==> src/rtl/disp_pkg.sv <==
// Shared types and constants for the shared 4-digit 7-segment display controller.
//   disp_state_e : display owner (nobody, client A, client B)
//   digit_idx_t  : scan slot index, 0 = rightmost digit
//   ANODES_OFF   : all digits dark (anodes are active-low)
//   anode_sel()  : active-low one-hot anode pattern for a slot
package disp_pkg;

  typedef enum logic [1:0] {
    IDLE  = 2'd0,
    OWN_A = 2'd1,
    OWN_B = 2'd2
  } disp_state_e;

  typedef logic [1:0] digit_idx_t;

  localparam logic [3:0] ANODES_OFF = 4'hF;

  // 120 Hz frame at 100 MHz with four slots per frame.
  localparam int unsigned REFRESH_DIV_DEFAULT = 208333;
  localparam int unsigned HOLD_FRAMES_DEFAULT = 30;

  function automatic logic [3:0] anode_sel(input digit_idx_t idx);
    logic [3:0] sel;
    sel      = ANODES_OFF;
    sel[idx] = 1'b0;
    return sel;
  endfunction

endpackage

==> src/rtl/display_share_ctrl_if.sv <==
// Client/display bundle for display_share_ctrl.
//   en, req_*, digits_*, blank_* : driven by the clients (master)
//   gnt_*, anodes, hex_cur, frame_done : driven by the controller (slave)
interface display_share_ctrl_if;

  logic        en;
  logic        req_a;
  logic [15:0] digits_a;
  logic [3:0]  blank_a;
  logic        req_b;
  logic [15:0] digits_b;
  logic [3:0]  blank_b;
  logic        gnt_a;
  logic        gnt_b;
  logic [3:0]  anodes;
  logic [3:0]  hex_cur;
  logic        frame_done;

  modport master (
    output en, req_a, digits_a, blank_a, req_b, digits_b, blank_b,
    input  gnt_a, gnt_b, anodes, hex_cur, frame_done
  );

  modport slave (
    input  en, req_a, digits_a, blank_a, req_b, digits_b, blank_b,
    output gnt_a, gnt_b, anodes, hex_cur, frame_done
  );

endinterface

==> src/rtl/scan_tick_gen.sv <==
// Digit-slot prescaler: counts 0..REFRESH_DIV-1 and wraps.
//   clk   : system clock
//   rst_n : asynchronous active-low reset (count returns to 0)
//   tick  : high for the single cycle in which the count is REFRESH_DIV-1
module scan_tick_gen
  import disp_pkg::*;
#(
  parameter int unsigned REFRESH_DIV = REFRESH_DIV_DEFAULT
) (
  input  logic clk,
  input  logic rst_n,
  output logic tick
);

  localparam int unsigned CntW = (REFRESH_DIV > 2) ? $clog2(REFRESH_DIV) : 1;
  localparam logic [CntW-1:0] CntMax = CntW'(REFRESH_DIV - 1);

  logic [CntW-1:0] cnt_q, cnt_d;

  assign tick = (cnt_q == CntMax);

  always_comb begin
    cnt_d = tick ? '0 : cnt_q + CntW'(1);
  end

  always_ff @(posedge clk or negedge rst_n) begin
    if (!rst_n) begin
      cnt_q <= '0;
    end else begin
      cnt_q <= cnt_d;
    end
  end

endmodule

==> src/rtl/display_share_ctrl.sv <==
// Scan sequencer and two-client arbiter for a 4-digit 7-segment display.
// One client owns each whole frame; its digits and blanks are snapshotted at
// the frame boundary so a frame never tears. A contested owner yields after
// HOLD_FRAMES frames; A wins simultaneous first requests.
//   clk, rst_n        : system clock, asynchronous active-low reset
//   bus.en            : display enable (only blanks the anodes when low)
//   bus.req_/digits_/blank_{a,b} : client requests, hex digits, per-digit blanks
//   bus.gnt_{a,b}     : owner of the current frame
//   bus.anodes        : active-low digit enables, bit0 = rightmost
//   bus.hex_cur       : nibble of the active digit, to the segment decoder
//   bus.frame_done    : one-cycle pulse following each frame boundary
module display_share_ctrl
  import disp_pkg::*;
#(
  parameter int unsigned REFRESH_DIV = REFRESH_DIV_DEFAULT,
  parameter int unsigned HOLD_FRAMES = HOLD_FRAMES_DEFAULT
) (
  input logic                 clk,
  input logic                 rst_n,
  display_share_ctrl_if.slave bus
);

  localparam int unsigned HoldW = (HOLD_FRAMES > 1) ? $clog2(HOLD_FRAMES + 1) : 1;
  localparam logic [HoldW-1:0] HoldMax = HoldW'(HOLD_FRAMES);

  logic        tick;
  logic        boundary;

  disp_state_e state_q, state_d;
  digit_idx_t  idx_q, idx_d;
  logic [HoldW-1:0] hold_q, hold_d;
  logic [15:0] snap_digits_q, snap_digits_d;
  logic [3:0]  snap_blank_q, snap_blank_d;
  logic [3:0]  anodes_q, anodes_d;
  logic [3:0]  hex_q, hex_d;
  logic        gnt_a_q, gnt_a_d;
  logic        gnt_b_q, gnt_b_d;
  logic        frame_done_q, frame_done_d;

  scan_tick_gen #(
    .REFRESH_DIV(REFRESH_DIV)
  ) u_scan_tick_gen (
    .clk  (clk),
    .rst_n(rst_n),
    .tick (tick)
  );

  // Slot 3 is the last of a frame, so the tick leaving it starts a new frame.
  assign boundary = tick && (idx_q == digit_idx_t'(3));

  // FSM state register.
  always_ff @(posedge clk or negedge rst_n) begin
    if (!rst_n) begin
      state_q <= IDLE;
    end else begin
      state_q <= state_d;
    end
  end

  // FSM next state: ownership only changes on a frame boundary.
  always_comb begin
    state_d = state_q;
    if (boundary) begin
      case (state_q)
        IDLE: begin
          if (bus.req_a) begin
            state_d = OWN_A;
          end else if (bus.req_b) begin
            state_d = OWN_B;
          end
        end
        OWN_A: begin
          if (!bus.req_a) begin
            state_d = bus.req_b ? OWN_B : IDLE;
          end else if (bus.req_b && (hold_q >= HoldMax)) begin
            state_d = OWN_B;
          end
        end
        OWN_B: begin
          if (!bus.req_b) begin
            state_d = bus.req_a ? OWN_A : IDLE;
          end else if (bus.req_a && (hold_q >= HoldMax)) begin
            state_d = OWN_A;
          end
        end
        default: state_d = IDLE;
      endcase
    end
  end

  // Slot index, hold counter and frame snapshot.
  always_comb begin
    idx_d         = tick ? digit_idx_t'(idx_q + 2'd1) : idx_q;
    hold_d        = hold_q;
    snap_digits_d = snap_digits_q;
    snap_blank_d  = snap_blank_q;
    if (boundary) begin
      case (state_d)
        OWN_A: begin
          snap_digits_d = bus.digits_a;
          snap_blank_d  = bus.blank_a;
        end
        OWN_B: begin
          snap_digits_d = bus.digits_b;
          snap_blank_d  = bus.blank_b;
        end
        default: begin
          snap_digits_d = '0;
          snap_blank_d  = ANODES_OFF;
        end
      endcase

      if (state_d == IDLE) begin
        hold_d = '0;
      end else if (state_d != state_q) begin
        hold_d = HoldW'(1);
      end else if (hold_q < HoldMax) begin
        hold_d = hold_q + HoldW'(1);
      end
    end
  end

  // FSM outputs. Uses the *_d snapshot so slot 0 shows the frame just captured.
  always_comb begin
    anodes_d     = anodes_q;
    hex_d        = hex_q;
    gnt_a_d      = gnt_a_q;
    gnt_b_d      = gnt_b_q;
    frame_done_d = boundary;
    if (tick) begin
      anodes_d = anode_sel(idx_d);
      if (!bus.en || snap_blank_d[idx_d] || (state_d == IDLE)) begin
        anodes_d = ANODES_OFF;
      end
      hex_d = snap_digits_d[4*idx_d +: 4];
    end
    if (boundary) begin
      gnt_a_d = (state_d == OWN_A);
      gnt_b_d = (state_d == OWN_B);
    end
  end

  always_ff @(posedge clk or negedge rst_n) begin
    if (!rst_n) begin
      idx_q         <= digit_idx_t'(3);
      hold_q        <= '0;
      snap_digits_q <= '0;
      snap_blank_q  <= '0;
      anodes_q      <= ANODES_OFF;
      hex_q         <= '0;
      gnt_a_q       <= 1'b0;
      gnt_b_q       <= 1'b0;
      frame_done_q  <= 1'b0;
    end else begin
      idx_q         <= idx_d;
      hold_q        <= hold_d;
      snap_digits_q <= snap_digits_d;
      snap_blank_q  <= snap_blank_d;
      anodes_q      <= anodes_d;
      hex_q         <= hex_d;
      gnt_a_q       <= gnt_a_d;
      gnt_b_q       <= gnt_b_d;
      frame_done_q  <= frame_done_d;
    end
  end

  assign bus.gnt_a      = gnt_a_q;
  assign bus.gnt_b      = gnt_b_q;
  assign bus.anodes     = anodes_q;
  assign bus.hex_cur    = hex_q;
  assign bus.frame_done = frame_done_q;

endmodule

==> src/flat_wrapper.sv <==
// flat-port wrapper written by rule: the top's interface ports become plain ports
module display_share_ctrl_flat import disp_pkg::*;
#(
  parameter int unsigned REFRESH_DIV = REFRESH_DIV_DEFAULT,
  parameter int unsigned HOLD_FRAMES = HOLD_FRAMES_DEFAULT
)
  (clk, rst_n, bus_en, bus_req_a, bus_digits_a, bus_blank_a, bus_req_b, bus_digits_b, bus_blank_b, bus_gnt_a, bus_gnt_b, bus_anodes, bus_hex_cur, bus_frame_done);
  display_share_ctrl_if bus_i ();
  input logic clk;
  input logic rst_n;
  input wire logic [$bits(bus_i.en)-1:0] bus_en;
  input wire logic [$bits(bus_i.req_a)-1:0] bus_req_a;
  input wire logic [$bits(bus_i.digits_a)-1:0] bus_digits_a;
  input wire logic [$bits(bus_i.blank_a)-1:0] bus_blank_a;
  input wire logic [$bits(bus_i.req_b)-1:0] bus_req_b;
  input wire logic [$bits(bus_i.digits_b)-1:0] bus_digits_b;
  input wire logic [$bits(bus_i.blank_b)-1:0] bus_blank_b;
  output wire logic [$bits(bus_i.gnt_a)-1:0] bus_gnt_a;
  output wire logic [$bits(bus_i.gnt_b)-1:0] bus_gnt_b;
  output wire logic [$bits(bus_i.anodes)-1:0] bus_anodes;
  output wire logic [$bits(bus_i.hex_cur)-1:0] bus_hex_cur;
  output wire logic [$bits(bus_i.frame_done)-1:0] bus_frame_done;
  assign bus_i.en = bus_en;
  assign bus_i.req_a = bus_req_a;
  assign bus_i.digits_a = bus_digits_a;
  assign bus_i.blank_a = bus_blank_a;
  assign bus_i.req_b = bus_req_b;
  assign bus_i.digits_b = bus_digits_b;
  assign bus_i.blank_b = bus_blank_b;
  assign bus_gnt_a = bus_i.gnt_a;
  assign bus_gnt_b = bus_i.gnt_b;
  assign bus_anodes = bus_i.anodes;
  assign bus_hex_cur = bus_i.hex_cur;
  assign bus_frame_done = bus_i.frame_done;
  display_share_ctrl #(.REFRESH_DIV(REFRESH_DIV), .HOLD_FRAMES(HOLD_FRAMES)) u_core (.clk(clk), .rst_n(rst_n), .bus(bus_i));
endmodule
==> config.mk <==
export PLATFORM = sky130hd
export DESIGN_NAME = display_share_ctrl_flat
export DESIGN_NICKNAME = d
export VERILOG_FILES = /design/src/rtl/disp_pkg.sv /design/src/rtl/display_share_ctrl_if.sv /design/src/rtl/scan_tick_gen.sv /design/src/rtl/display_share_ctrl.sv /design/src/flat_wrapper.sv
export SDC_FILE = /design/constraint.sdc
export NUM_CORES = 1
export LEC_CHECK = 0
export ABC_AREA = 1
export CORE_ASPECT_RATIO = 1.5
export CORE_MARGIN = 8
export CORE_UTILIZATION = 30
export DETAILED_ROUTE_END_ITERATION = 16
export PLACE_DENSITY = 0.49
export SYNTH_ARGS = -nofsm -noshare
export SYNTH_HDL_FRONTEND = slang
export SYNTH_SLANG_ARGS = --single-unit
==> constraint.sdc <==
create_clock -name clk -period 2.8 [get_ports clk]
set_input_delay 0.56 -clock clk [delete_from_list [all_inputs] [get_ports clk]]
set_output_delay 0.56 -clock clk [all_outputs]
set_load 0.02 [all_outputs]
==> results.toml, run 1 <==
[setup_path]
cp_max_fo = 8
ff2ff_setup_slack_ns = 0.35
critPathCaptureType = "flip-flop"
timing.rr.end = "u_core.bus.hex_cur[0]$_DFFE_PN0N_"
start_kind = "flip-flop"
r2r-start = "u_core.u_scan_tick_gen.cnt_q[0]$_DFF_PN0_"
required_ns = 3.01
worst-setup-path-type = "reg2reg"
rr_worst_depth = 15
arrival_ns = 2.66

[cts]
cts.reportedPaths.clkPinSlew_ns = 0.05
cts_max_level = 3
cts-root-buf = "clkbuf_16"
clockBufferDepth = 2
cts_buffers = 9
cts_tree = "yes"
cts_resized = 0
postCtsSetupBuffers = 0
clk_latency_ns = 0.33
cts.sinks = 58
cts_hold_buf = 0

[placed_design]
gp_congestion = 0.827
dp_hpwl_mm = 7.28
io_buffers = 55

[grt]
gr-usage-met3 = 0.0307
busiest_layer = "met2"
antenna_found_initial = 0
grt_max_degree = 24
gr-total-overflow = 0
use_met1 = 0.148
grt_use_total = 0.133
grt_first_pass_wirelength_mm = 15.4
gr-usage-met2 = 0.227
grt_pass1_vias = 3116

[floorplanning]
io-pin-count = 56
rows = 47
start_util = 0.309
die_w_um = 103
dieArea_um2 = 15100
core_area_um2 = 11100
die_h_um = 147

[timing]
rsz0062_at_grt = "no"
whs_ns = 0.189
finalSetupViolCount = 0
relSlewSlack = 0.677
tns_ns = 0
drv_slew = 0
period_needed_ns = 2.45
finalHoldViolCount = 0
worstMarginPinSlew_ns = 0.485
fmax_mhz = 408
fin_skew_ns = 0.00681
period_share = 0.875

[power]
p_leak_uw = 0.00206
ir_worst_vdd_v = 0.000262
power_density_nw_per_um2 = 459

[worst_hold_path]
hold_path_class = "in2async"

[route]
vias_per_cell = 4.49
drcViolationCount = 0
final_antenna_net_count = 0
drt_iter0_drc = 76
wl_per_cell_um = 14.3
totalWireLength_mm = 9.29
drtPass1Iterations = 4
vias = 2916

[finish]
syn2layout_area_growth_pct = 30.2
fillers = 1185
multiInputGateArea_um2 = 1720
layout_common_cells = "nand2_1, clkdlybuf4s50_1, nor2_1, dfrtp_1, inv_1"
seq_area_um2 = 1460
final_nets = 548
n_antenna_cell = 0
layout_commonest_cell = "nand2_1"
drive_gt1_frac = 0.175

[yosys]
yosysSeqAreaShare = 0.427
synth.avg_cell_area_um2 = 7.89
netlist_instances = 433
ys_seq_elements = 58
synth_ff_type = "dfrtp_1"
async_reset_ff_frac = 1.00
synth_area_um2 = 3420
synth_edf_count = 0
yosysWarningCount = 0
synthesis.nets = 483
synth_cell_types = 42

[outcome]
outcome = "complete, no violations"

[run]
cap_violations = 0
state kept, by name, indices dropped and copies added (netlist names):
signal,flops
u_core.bus.anodes,4
u_core.bus.frame_done,1
u_core.bus.gnt_a,1
u_core.bus.gnt_b,1
u_core.bus.hex_cur,4
u_core.hold_q,5
u_core.idx_q,2
u_core.snap_blank_q,4
u_core.snap_digits_q,16
u_core.state_q,2
u_core.u_scan_tick_gen.cnt_q,18
worst max-delay path by stage:
stage,endpoint,from
floorplan,u_core.hold_q[3]$_DFFE_PN0P_,u_core.idx_q[0]$_DFF_PN1_
global placement,u_core.bus.anodes[2]$_DFFE_PN1N_,bus_req_b
detailed placement,u_core.bus.anodes[0]$_DFFE_PN1N_,bus_req_b
CTS,u_core.bus.hex_cur[0]$_DFFE_PN0N_,u_core.u_scan_tick_gen.cnt_q[0]$_DFF_PN0_
global route,u_core.bus.hex_cur[0]$_DFFE_PN0N_,u_core.u_scan_tick_gen.cnt_q[0]$_DFF_PN0_
finish,u_core.bus.hex_cur[0]$_DFFE_PN0N_,u_core.u_scan_tick_gen.cnt_q[0]$_DFF_PN0_
report_power, final:
| group | total, uW | leakage, uW | switching (uW) | internal [uW] |
|---|---|---|---|---|
| Sequential | 840 | 0.000644 | 0 | 840 |
| Clock | 1110 | 0.000151 | 383 | 731 |
| Combinational | 88.6 | 0.00126 | 32.5 | 56.1 |
| Total | 2040 | 0.00206 | 416 | 1630 |
layer usage:
metal	wire, um	part of all wire	vias to the layer above
met4	238	0.026	0
met2	4890	0.53	45
li1	-	-	1503
met5	0	0	-
met3	394	0.042	14
met1	3760	0.40	1354
cell type report:
| type | count | area share |
|---|---|---|
| timing repair buffer | 60 | 0.131 |
| clock buffer | 11 | 0.0568 |
| tap | 147 | 0.0413 |
| sequential | 58 | 0.328 |
| clock inverter | 5 | 0.0118 |
| multi-input combinational | 317 | 0.387 |
| inverter | 52 | 0.0447 |
cells by family (layout without fill, tap and decap cells):
logic type | Yosys count | count (layout) | share of synthesized area
AO/OA/AOI/OAI | 26 | 26 | 0.0443
XOR/XNOR | 8 | 8 | 0.0282
adder cells (fa/ha/maj) | 5 | 5 | 0.0183
buffers and inverters | 58 | 128 | 0.0696
AND/OR/NAND/NOR | 278 | 278 | 0.413
flip-flops | 58 | 58 | 0.427
synth_stat cells (3+ instances only):
master,instances,share of area
clkbuf_1,3,0.0033
xor2_1,3,0.0077
dfrtp_1,52,0.38
o21ai_1,4,0.0059
nor3_1,11,0.016
nand4_1,6,0.011
ha_1,5,0.018
nand2_2,7,0.013
nand3_1,31,0.045
nor2_2,7,0.013
o21ai_0,6,0.0088
nand2_1,124,0.14
nor2_4,7,0.023
or2_2,4,0.0073
dfstp_2,6,0.046
inv_1,43,0.047
a21oi_1,9,0.013
inv_2,7,0.0077
nor2_1,53,0.058
nand3_2,15,0.044
nand2_4,3,0.0099
xnor2_1,3,0.0077
critical path, cell delays in order, from the launching register on:
cell     delay [ns]
dfrtp_1        0.39
inv_1          0.09
ha_1           0.22
nand3_1        0.10
nor2_1         0.17
nand3_2        0.24
nor2_4         0.30
nand2_1        0.11
nand2_2        0.11
nor2_4         0.07
nand3_1        0.07
nand3_1        0.09
nand2_1        0.08
nand3_1        0.07
nor2_1         0.16
nor2_1         0.06
per-stage QoR:
stage	power [uW]	area, um2	instances	setup slack [ns]	utilization
after floorplan	858	3420	433	0.758	-
after global placement	945	4150	634	0.228	0.375
after detailed placement	945	4150	634	0.192	0.375
after CTS	2070	4450	650	0.332	0.403
after global routing	2110	4450	650	0.121	0.403
final	2040	4450	650	0.349	0.403
No activity file was read; power rests on OpenSTA's default activity.
==> inputs of run 2 (changes only) <==
--- a/config.mk
+++ b/config.mk
@@ -9,6 +9,7 @@
 export CORE_ASPECT_RATIO = 1.5
 export CORE_MARGIN = 8
 export CORE_UTILIZATION = 30
+export CTS_CLUSTER_DIAMETER = 40
 export DETAILED_ROUTE_END_ITERATION = 16
 export PLACE_DENSITY = 0.49
 export SYNTH_ARGS = -nofsm -noshare
==> results of run 2 <==
The final DEF is identical to that of run 1; final timing and power are the same.
==> inputs of run 3 (changes only) <==
--- a/config.mk
+++ b/config.mk
@@ -6,6 +6,7 @@
 export NUM_CORES = 1
 export LEC_CHECK = 0
 export ABC_AREA = 1
+export ABC_CLOCK_PERIOD_IN_PS = 2800
 export CORE_ASPECT_RATIO = 1.5
 export CORE_MARGIN = 8
 export CORE_UTILIZATION = 30
==> results of run 3 <==
The final DEF is identical to that of run 1; final timing and power are the same.
